### src/rtl/huffman_encoder_packer_if.sv
// Symbol-in / packed-word-out bus of the Huffman encoder packer.
// master = symbol producer and word consumer, slave = the encoder.
// HENC_BITCNT_EN adds the delivered-bit counter output.
interface huffman_encoder_packer_if;
    logic [3:0]  symbolIn;
    logic        symbolValid;
    logic        symbolReady;
    logic        flush;
    logic [9:0]  encodedData;
    logic        load;
    logic        outReady;
    logic        lastWord;
    logic [3:0]  lastBits;
    logic        flushDone;
    logic        codeError;
`ifdef HENC_BITCNT_EN
    logic [15:0] totalBits;
`endif

    modport master (
        output symbolIn, symbolValid, flush, outReady,
        input  symbolReady, encodedData, load, lastWord, lastBits, flushDone, codeError
`ifdef HENC_BITCNT_EN
        , input totalBits
`endif
    );

    modport slave (
        input  symbolIn, symbolValid, flush, outReady,
        output symbolReady, encodedData, load, lastWord, lastBits, flushDone, codeError
`ifdef HENC_BITCNT_EN
        , output totalBits
`endif
    );
endinterface

### src/rtl/huffman_encoder_packer.sv
// Huffman encoder: maps 4-bit symbols to 1-6 bit prefix codes and packs them
// MSB-first into 10-bit words for the downstream decoder. A flush drains the
// residual partial word zero-padded.
// Optional macro HENC_BITCNT_EN adds the totalBits delivered-bit counter.
module huffman_encoder_packer #(
    parameter int WORD_W = 10,
    parameter int BUF_W  = 16
) (
    input  logic clk,
    input  logic rst,
    huffman_encoder_packer_if.slave bus
);
    localparam logic [0:0] ST_RUN   = 1'b0;
    localparam logic [0:0] ST_FLUSH = 1'b1;

    logic [0:0]        state;
    logic [BUF_W-1:0]  buffer;
    logic [4:0]        bit_count;
    logic [WORD_W-1:0] word_reg;
    logic              load_reg;
    logic              last_word;
    logic [3:0]        last_bits;
    logic              flush_done;
    logic              code_error;
    logic [5:0]        code_bits;
    logic [2:0]        code_len;
    logic              code_ok;
    logic [BUF_W-1:0]  aligned;
    logic              accept;
    logic              handshake;

    // Code table: codes are stored left-justified in a 6-bit field.
    always_comb begin
        code_bits = 6'b000000;
        code_len  = 3'd0;
        code_ok   = 1'b1;
        case (bus.symbolIn)
            4'd0:    begin code_bits = 6'b100000; code_len = 3'd1; end
            4'd1:    begin code_bits = 6'b010000; code_len = 3'd4; end
            4'd2:    begin code_bits = 6'b010100; code_len = 3'd4; end
            4'd5:    begin code_bits = 6'b001000; code_len = 3'd4; end
            4'd6:    begin code_bits = 6'b001100; code_len = 3'd4; end
            4'd9:    begin code_bits = 6'b011100; code_len = 3'd4; end
            4'd10:   begin code_bits = 6'b000000; code_len = 3'd4; end
            4'd7:    begin code_bits = 6'b011010; code_len = 3'd5; end
            4'd3:    begin code_bits = 6'b011000; code_len = 3'd6; end
            4'd4:    begin code_bits = 6'b011001; code_len = 3'd6; end
            4'd8:    begin code_bits = 6'b000110; code_len = 3'd6; end
            4'd12:   begin code_bits = 6'b000111; code_len = 3'd6; end
            4'd14:   begin code_bits = 6'b000100; code_len = 3'd6; end
            4'd15:   begin code_bits = 6'b000101; code_len = 3'd6; end
            default: code_ok = 1'b0;
        endcase
    end

    assign aligned   = {code_bits, {(BUF_W-6){1'b0}}} >> bit_count;
    assign accept    = bus.symbolValid && bus.symbolReady;
    assign handshake = load_reg && bus.outReady;

    assign bus.symbolReady = (state == ST_RUN) && (bit_count < 5'd10) && !load_reg;
    assign bus.encodedData = word_reg;
    assign bus.load        = load_reg;
    assign bus.lastWord    = last_word;
    assign bus.lastBits    = last_bits;
    assign bus.flushDone   = flush_done;
    assign bus.codeError   = code_error;

    // Main packer: accept/append, word emission, consumer handshake and flush drain.
    always_ff @(posedge clk or negedge rst) begin
        if (!rst) begin
            state      <= ST_RUN;
            buffer     <= '0;
            bit_count  <= 5'd0;
            word_reg   <= '0;
            load_reg   <= 1'b0;
            last_word  <= 1'b0;
            last_bits  <= 4'd0;
            flush_done <= 1'b0;
            code_error <= 1'b0;
        end else begin
            flush_done <= 1'b0;
            code_error <= 1'b0;
            if (handshake) begin
                load_reg <= 1'b0;
                if (last_word) begin
                    buffer     <= '0;
                    bit_count  <= 5'd0;
                    last_word  <= 1'b0;
                    flush_done <= 1'b1;
                    state      <= ST_RUN;
                end else begin
                    buffer    <= buffer << WORD_W;
                    bit_count <= bit_count - 5'd10;
                end
            end else if (!load_reg) begin
                if (state == ST_RUN) begin
                    if (accept) begin
                        if (code_ok) begin
                            buffer    <= buffer | aligned;
                            bit_count <= bit_count + {2'b00, code_len};
                        end else begin
                            code_error <= 1'b1;
                        end
                    end
                    if (bit_count >= 5'd10) begin
                        word_reg  <= buffer[BUF_W-1 -: WORD_W];
                        load_reg  <= 1'b1;
                        last_word <= 1'b0;
                    end
                    if (bus.flush) begin
                        state <= ST_FLUSH;
                    end
                end else begin
                    if (bit_count > 5'd10) begin
                        word_reg  <= buffer[BUF_W-1 -: WORD_W];
                        load_reg  <= 1'b1;
                        last_word <= 1'b0;
                    end else if (bit_count != 5'd0) begin
                        word_reg  <= buffer[BUF_W-1 -: WORD_W];
                        load_reg  <= 1'b1;
                        last_word <= 1'b1;
                        last_bits <= bit_count[3:0];
                    end else begin
                        flush_done <= 1'b1;
                        state      <= ST_RUN;
                    end
                end
            end else if ((state == ST_RUN) && bus.flush) begin
                state <= ST_FLUSH;
            end
        end
    end

`ifdef HENC_BITCNT_EN
    logic [15:0] total_bits;

    // Count code bits actually handed to the consumer; wraps naturally.
    always_ff @(posedge clk or negedge rst) begin
        if (!rst) begin
            total_bits <= 16'd0;
        end else if (handshake) begin
            total_bits <= total_bits + (last_word ? {12'd0, last_bits} : 16'd10);
        end
    end

    assign bus.totalBits = total_bits;
`endif
endmodule

### src/flat_wrapper.sv
// flat-port wrapper written by rule: the top's interface ports become plain ports
module huffman_encoder_packer_flat 
#(
    parameter int WORD_W = 10,
    parameter int BUF_W  = 16
)
  (clk, rst, bus_symbolIn, bus_symbolValid, bus_flush, bus_outReady, bus_symbolReady, bus_encodedData, bus_load, bus_lastWord, bus_lastBits, bus_flushDone, bus_codeError);
  huffman_encoder_packer_if bus_i ();
  input  logic clk;
  input  logic rst;
  input wire logic [$bits(bus_i.symbolIn)-1:0] bus_symbolIn;
  input wire logic [$bits(bus_i.symbolValid)-1:0] bus_symbolValid;
  input wire logic [$bits(bus_i.flush)-1:0] bus_flush;
  input wire logic [$bits(bus_i.outReady)-1:0] bus_outReady;
  output wire logic [$bits(bus_i.symbolReady)-1:0] bus_symbolReady;
  output wire logic [$bits(bus_i.encodedData)-1:0] bus_encodedData;
  output wire logic [$bits(bus_i.load)-1:0] bus_load;
  output wire logic [$bits(bus_i.lastWord)-1:0] bus_lastWord;
  output wire logic [$bits(bus_i.lastBits)-1:0] bus_lastBits;
  output wire logic [$bits(bus_i.flushDone)-1:0] bus_flushDone;
  output wire logic [$bits(bus_i.codeError)-1:0] bus_codeError;
  assign bus_i.symbolIn = bus_symbolIn;
  assign bus_i.symbolValid = bus_symbolValid;
  assign bus_i.flush = bus_flush;
  assign bus_i.outReady = bus_outReady;
  assign bus_symbolReady = bus_i.symbolReady;
  assign bus_encodedData = bus_i.encodedData;
  assign bus_load = bus_i.load;
  assign bus_lastWord = bus_i.lastWord;
  assign bus_lastBits = bus_i.lastBits;
  assign bus_flushDone = bus_i.flushDone;
  assign bus_codeError = bus_i.codeError;
  huffman_encoder_packer #(.WORD_W(WORD_W), .BUF_W(BUF_W)) u_core (.clk(clk), .rst(rst), .bus(bus_i));
endmodule
### config.mk
export PLATFORM = sky130hd
export DESIGN_NAME = huffman_encoder_packer_flat
export DESIGN_NICKNAME = d
export VERILOG_FILES = /design/src/rtl/huffman_encoder_packer_if.sv /design/src/rtl/huffman_encoder_packer.sv /design/src/flat_wrapper.sv
export SDC_FILE = /design/constraint.sdc
export NUM_CORES = 1
export LEC_CHECK = 0
export BUFFER_PORTS_ARGS = -buffer_cell sky130_fd_sc_hd__buf_2
export CORE_UTILIZATION = 55
export CTS_CLUSTER_SIZE = 24
export DETAILED_ROUTE_END_ITERATION = 8
export PLACE_DENSITY = 0.77
export SLEW_MARGIN = 10
export SYNTH_ARGS = -nofsm -noshare
export SYNTH_HDL_FRONTEND = slang
export SYNTH_SLANG_ARGS = --single-unit
### constraint.sdc
create_clock -name clk -period 4.7 [get_ports clk]
set_clock_uncertainty 0.05 [all_clocks]
set_input_delay 0.47 -clock clk [delete_from_list [all_inputs] [get_ports clk]]
set_output_delay 0.47 -clock clk [all_outputs]
set_load 0.02 [all_outputs]
==> impl_metrics.yaml, run 1 <==
outcome:
  status: "finished, violations left"
  violations: "design-rule violations"
logic_synthesis:
  synth-warning-count: 0
  synth_ff_type: "dfrtp_1"
  synth-edff-count: 0
  synthTopCellsByArea: "dfrtp_1, mux2_1, a21oi_1"
  yosysTopAreaCell: "dfrtp_1"
  yosysMostFrequentCell: "dfrtp_1"
  syn_area_um2: 2640
  yosys-top-cells-count: "dfrtp_1, nor2_1, a21oi_1"
  synth_cells: 284
  synth.distinct_cells: 65
  syn-num-nets: 298
  syn_avg_cell_area_um2: 9.30
  ys_seq_elements: 40
  async_reset_ff_share_pct: 100
  yosysSeqAreaShare_pct: 37.9
  synth_top_area_share_pct: 37.9
cts:
  cts_hold_buf: 0
  cts_num_sinks: 40
  clockBufferDepth: 2
  numCtsBuffers: 5
  clock-root-buffer: "clkbuf_8"
  insertion_delay_ns: 0.29
  htreeDepth: 2
  cts_setup_buffers: 0
  cts_tree: "done"
  cts_resized: 0
  path_clk_slew_ns: 0.07
placed_design:
  dp_hpwl_um: 4170
  portBuffers: 27
  gp_congestion: 0.860
pwr:
  power.density_nw_per_um2: 463
  power_leakage_nw: 1.30
  peakVddDrop_uv: 410
run:
  drv_cap: 0
finish:
  n_fill_cell: 373
  layout-drive-gt1-share_pct: 17.5
  top_register: "u_core.buffer"
  area_growth_pct: 7.44
  nets: 311
  largest_register_ffs: 16
  insertedDiodeCount: 0
timing:
  fmax_mhz: 347
  rsz0062_at_grt: "no"
  final-setup-viol-count: 0
  slew_headroom_pct: 42.4
  post-route-min-period_ns: 2.88
  whs_ns: 0.236
  hold_viol: 0
  final-max-slew-violation-count: 0
  tightestPinTransition_ns: 0.864
  setup_tns_ns: 0
  layout_worst_path_cycle_share_pct: 61.3
critical_path:
  critPathKind: "register to register"
  required_ns: 4.84
  end_kind: "register"
  arrival_ns: 3.02
  critPathMaxFanout: 25
  start_kind: "register"
die:
  die-height_um: 71.3
  start_util_pct: 59.0
  fp.coreArea_um2: 4470
  die_w_um: 71.3
  dieArea_um2: 5080
  row_count: 24
  pin_count: 28
global_route:
  grt_usage_pct: 25.5
  grt_max_degree: 41
  antenna_found_initial: 0
  grt_pass1_vias: 2040
  grt.overflow.total: 0
  grt_pass1_wl_um: 10100
routing:
  via_count: 2205
  post_drt_via_cell_ratio: 6.32
  wirelength_um: 5880
  route.detailed.drc: 1
  drtPass1Iterations: 6
  drtIter0Drc: 249
  wl_per_cell_um: 16.8
  ant_nets: 0
worst_hold_path:
  hold_class: "input port to async pin"
[cells in the final DEF (no fill, tap or decap), types with 5 or more instances in the layout]
cell type,Yosys,routed
mux2_1,13,13
a21oi_1,18,18
and2_1,7,7
a221o_1,6,6
nor2_1,19,19
o21ai_0,10,10
nand2b_1,9,9
inv_1,7,7
buf_2,11,27
nor3_1,7,7
nand3b_1,5,5
nand2_1,16,16
nand3_1,6,6
dfrtp_1,40,40
o21ai_1,9,9
nor2b_1,8,8
clkbuf_8,0,7
[worst max-delay path, stage by stage, from the launching register on]
cell and delay, ns:
dfrtp_1 0.66, inv_1 0.36, ha_1 0.25, nor2b_1 0.09, nor4_4 0.26, nand3_2 0.32
or3_4 0.48, a221oi_2 0.32
[area by class of cell]
cell class / instances / area, um2 / area share, %
timing repair buffer: 28 / 143 / 5.03
multi-input combinational: 213 / 1500 / 52.8
inverter: 9 / 33.8 / 1.19
sequential: 40 / 1000 / 35.3
tap: 52 / 65.1 / 2.29
clock buffer: 7 / 96.3 / 3.40
[kinds of logic (layout without fill, tap and decap cells)]
family,count (synthesis),count (layout),synth area share (%)
simple gates,103,103,23.7
compound gates,82,82,21.3
flops,40,40,37.9
buf+inv,31,44,5.36
mux,16,16,6.73
xor+xnor,7,7,2.32
fa+ha+maj,5,5,2.65
[path summary, 6_finish.rpt]
check | start | endpoint | slack [ns] | depth (start not counted)
max | u_core.bit_count[1]$_DFFE_PN0P_ | u_core.buffer[4]$_DFFE_PN0P_ | 1.82 | 7
min | rst | u_core.buffer[13]$_DFFE_PN0P_ | 0.24 | 1
max reg2reg | u_core.bit_count[1]$_DFFE_PN0P_ | u_core.buffer[4]$_DFFE_PN0P_ | 1.82 | 7
min reg2reg | u_core.bus.encodedData[7]$_DFFE_PN0P_ | u_core.bus.encodedData[7]$_DFFE_PN0P_ | 0.43 | 1
max in group asynchronous | rst | u_core.bit_count[1]$_DFFE_PN0P_ | 3.81 | 1
min in group clk | bus_flush | u_core.state$_DFFE_PN0P_ | 0.40 | 3
[per-layer routing]
layer	vias up	part of all wire [%]	GRT usage [%]
met5	-	0	0
met4	0	1.1	6.44
met3	7	5.2	4.78
met2	78	48	40.4
met1	1051	46	36.5
li1	1069	-	-
[power breakdown]
group	internal (mW)	switching [mW]	leakage [nW]	total, mW
Clock	0.131	0.114	0.0503	0.244
Sequential	0.398	0.138	0.539	0.537
Combinational	0.221	0.313	0.708	0.534
Total	0.750	0.565	1.30	1.31
[metrics by stage]
stage | setup WS (ns) | std cells | util (%) | power, mW | area, um2
after floorplan | 2.45 | 284 | - | 0.945 | 2640
after global placement | 1.98 | 342 | 61.2 | 1.06 | 2740
after detailed placement | 1.89 | 342 | 61.2 | 1.07 | 2740
after CTS | 1.86 | 349 | 63.4 | 1.31 | 2840
after global routing | 1.62 | 349 | 63.4 | 1.40 | 2840
final | 1.82 | 349 | 63.4 | 1.31 | 2840
Note: power is estimated with default switching activity, not from simulation.
==> run 2, diff against run 1 <==
==> constraint.sdc (replaced) <==
create_clock -name clk -period 2.85 [get_ports clk]
set_clock_uncertainty 0.05 [all_clocks]
set_input_delay 0.285 -clock clk [delete_from_list [all_inputs] [get_ports clk]]
set_output_delay 0.285 -clock clk [all_outputs]
set_load 0.02 [all_outputs]
==> impl_metrics.yaml, run 2 (synthesis results as in run 1) <==
outcome:
  status: "finished, violations left"
  violations: "design-rule violations"
die:
  die_w_um: 71.3
  start_util_pct: 59.0
  dieArea_um2: 5080
  pin_count: 28
  row_count: 24
  die-height_um: 71.3
  fp.coreArea_um2: 4470
timing:
  hold_viol: 0
  setup_tns_ns: 0
  tightestPinTransition_ns: 0.873
  final-max-slew-violation-count: 0
  final-setup-viol-count: 0
  post-route-min-period_ns: 2.36
  slew_headroom_pct: 41.8
  fin_ws_ns: 0.489
  rsz0062_at_grt: "no"
  fmax_mhz: 424
  layout_worst_path_cycle_share_pct: 82.8
finish:
  top_register: "u_core.buffer"
  area_growth_pct: 9.81
  final_cell_mix: "dfrtp_1, buf_2, nor2_1"
  insertedDiodeCount: 0
  nets: 316
  n_fill_cell: 368
  largest_register_ffs: 16
  final_common_cell: "dfrtp_1"
  fin_util_pct: 64.8
  layout-drive-gt1-share_pct: 19.1
routing:
  ant_nets: 0
  drtPass1Iterations: 7
  post_drt_via_cell_ratio: 6.36
  drtIter0Drc: 192
  route.detailed.drc: 1
  wirelength_um: 5960
  via_count: 2259
  wl_per_cell_um: 16.8
pwr:
  combPwrFrac_pct: 45.5
  peakVddDrop_uv: 610
  intPower_mw: 1.35
  p_switching_mw: 0.977
  p_clk_share_pct: 21.1
  power.density_nw_per_um2: 803
  power_leakage_nw: 1.33
  p_seq_share_pct: 33.4
  p_sw_share_pct: 41.9
global_route:
  grt_pass1_vias: 2135
  grt_usage_pct: 25.6
  grt_max_degree: 41
  antenna_found_initial: 0
  grt_pass1_wl_um: 10200
  grt.overflow.total: 0
cts:
  cts_hold_buf: 0
  clock-root-buffer: "clkbuf_8"
  path_clk_slew_ns: 0.08
  cts_tree: "done"
  insertion_delay_ns: 0.30
  htreeDepth: 2
  cts_setup_buffers: 0
  cts_resized: 0
  numCtsBuffers: 5
  clockBufferDepth: 2
  cts_num_sinks: 40
critical_path:
  arrival_ns: 2.55
  max_stage_delay_ns: 0.45
  path_cells: "inv_1 > ha_1 > nor2b_1 > nor4_4 > nand3_2 > or3_4 > nor2_2 > a221o_1"
  critPathTopFamily: "simple AND/OR/NAND/NOR gates"
  regToRegSetupSlack_ns: 0.49
  reg2reg_to: "u_core.buffer[6]$_DFFE_PN0P_"
  cp.buffers_inverters: 1
  critPathKind: "register to register"
  critPathMaxFanout: 8
  start_kind: "register"
  rr_worst_depth: 8
  required_ns: 3.04
  end_kind: "register"
  worstReg2RegStart: "u_core.bit_count[1]$_DFFE_PN0P_"
  cp_slowest_cell: "or3_4"
placed_design:
  gp_congestion: 0.910
  portBuffers: 27
  place_ws_ns: 0.381
  dp_hpwl_um: 4150
run:
  drv_cap: 0
worst_hold_path:
  hold_class: "input port to async pin"
run 2: cell count changes in the layout (fill, tap and decap cells not counted), sizes merged:
cell,before,now
clkinv,0,1
clkbuf,7,6
buf,28,33
bufinv,0,1
run 2: worst max-delay path by stage:
| stage | slack (ns) | cells past startpoint | start | end |
|---|---|---|---|---|
| floorplan | 0.64 | 7 | u_core.bit_count[1]$_DFFE_PN0P_ | u_core.buffer[4]$_DFFE_PN0P_ |
| global placement | 0.43 | 12 | bus_symbolIn[0] | u_core.bit_count[4]$_DFFE_PN0P_ |
| detailed placement | 0.38 | 12 | bus_symbolIn[0] | u_core.bit_count[4]$_DFFE_PN0P_ |
| CTS | 0.47 | 7 | u_core.bit_count[1]$_DFFE_PN0P_ | u_core.buffer[4]$_DFFE_PN0P_ |
| global route | 0.31 | 8 | u_core.bit_count[1]$_DFFE_PN0P_ | u_core.buffer[5]$_DFFE_PN0P_ |
| finish | 0.49 | 8 | u_core.bit_count[1]$_DFFE_PN0P_ | u_core.buffer[6]$_DFFE_PN0P_ |
run 2: cell type report:
| cell class | count | area [um2] | share of cell area, % |
|---|---|---|---|
| Multi-Input combinational cell | 213 | 1500 | 51.7 |
| Sequential cell | 40 | 1000 | 34.5 |
| Timing Repair Buffer | 33 | 180 | 6.21 |
| Clock buffer | 6 | 82.6 | 2.85 |
| Tap cell | 52 | 65.1 | 2.24 |
| Clock inverter | 2 | 38.8 | 1.34 |
| Inverter | 9 | 33.8 | 1.17 |
run 2: power by group through the flow:
stage               Sequential (mW)  Combinational [mW]  Clock [mW]
global placement              0.783                1.03           0
finish                        0.778                1.06       0.491
CTS                           0.778                1.06       0.497
floorplan                     0.822               0.737           0
global route                  0.797                1.16       0.516
detailed placement            0.787                1.05           0
run 2: per-stage QoR:
step                instance area, um2  cells  hold WS (ns)  total power, mW
floorplan                         2640    284       -0.0606             1.56
global placement                  2780    347         0.402             1.82
detailed placement                2780    347         0.421             1.84
CTS                               2900    355        0.0966             2.33
global route                      2900    355         0.134             2.48
finish                            2900    355        0.0508             2.33
run 2: per-layer routing:
layer,GRT usage (%),part of all wire (%),vias to the layer above
li1,-,-,1082
met1,35.5,44,1088
met2,38.7,48,73
met3,4.78,5.3,16
met4,12.7,2.7,0
met5,0,0,-
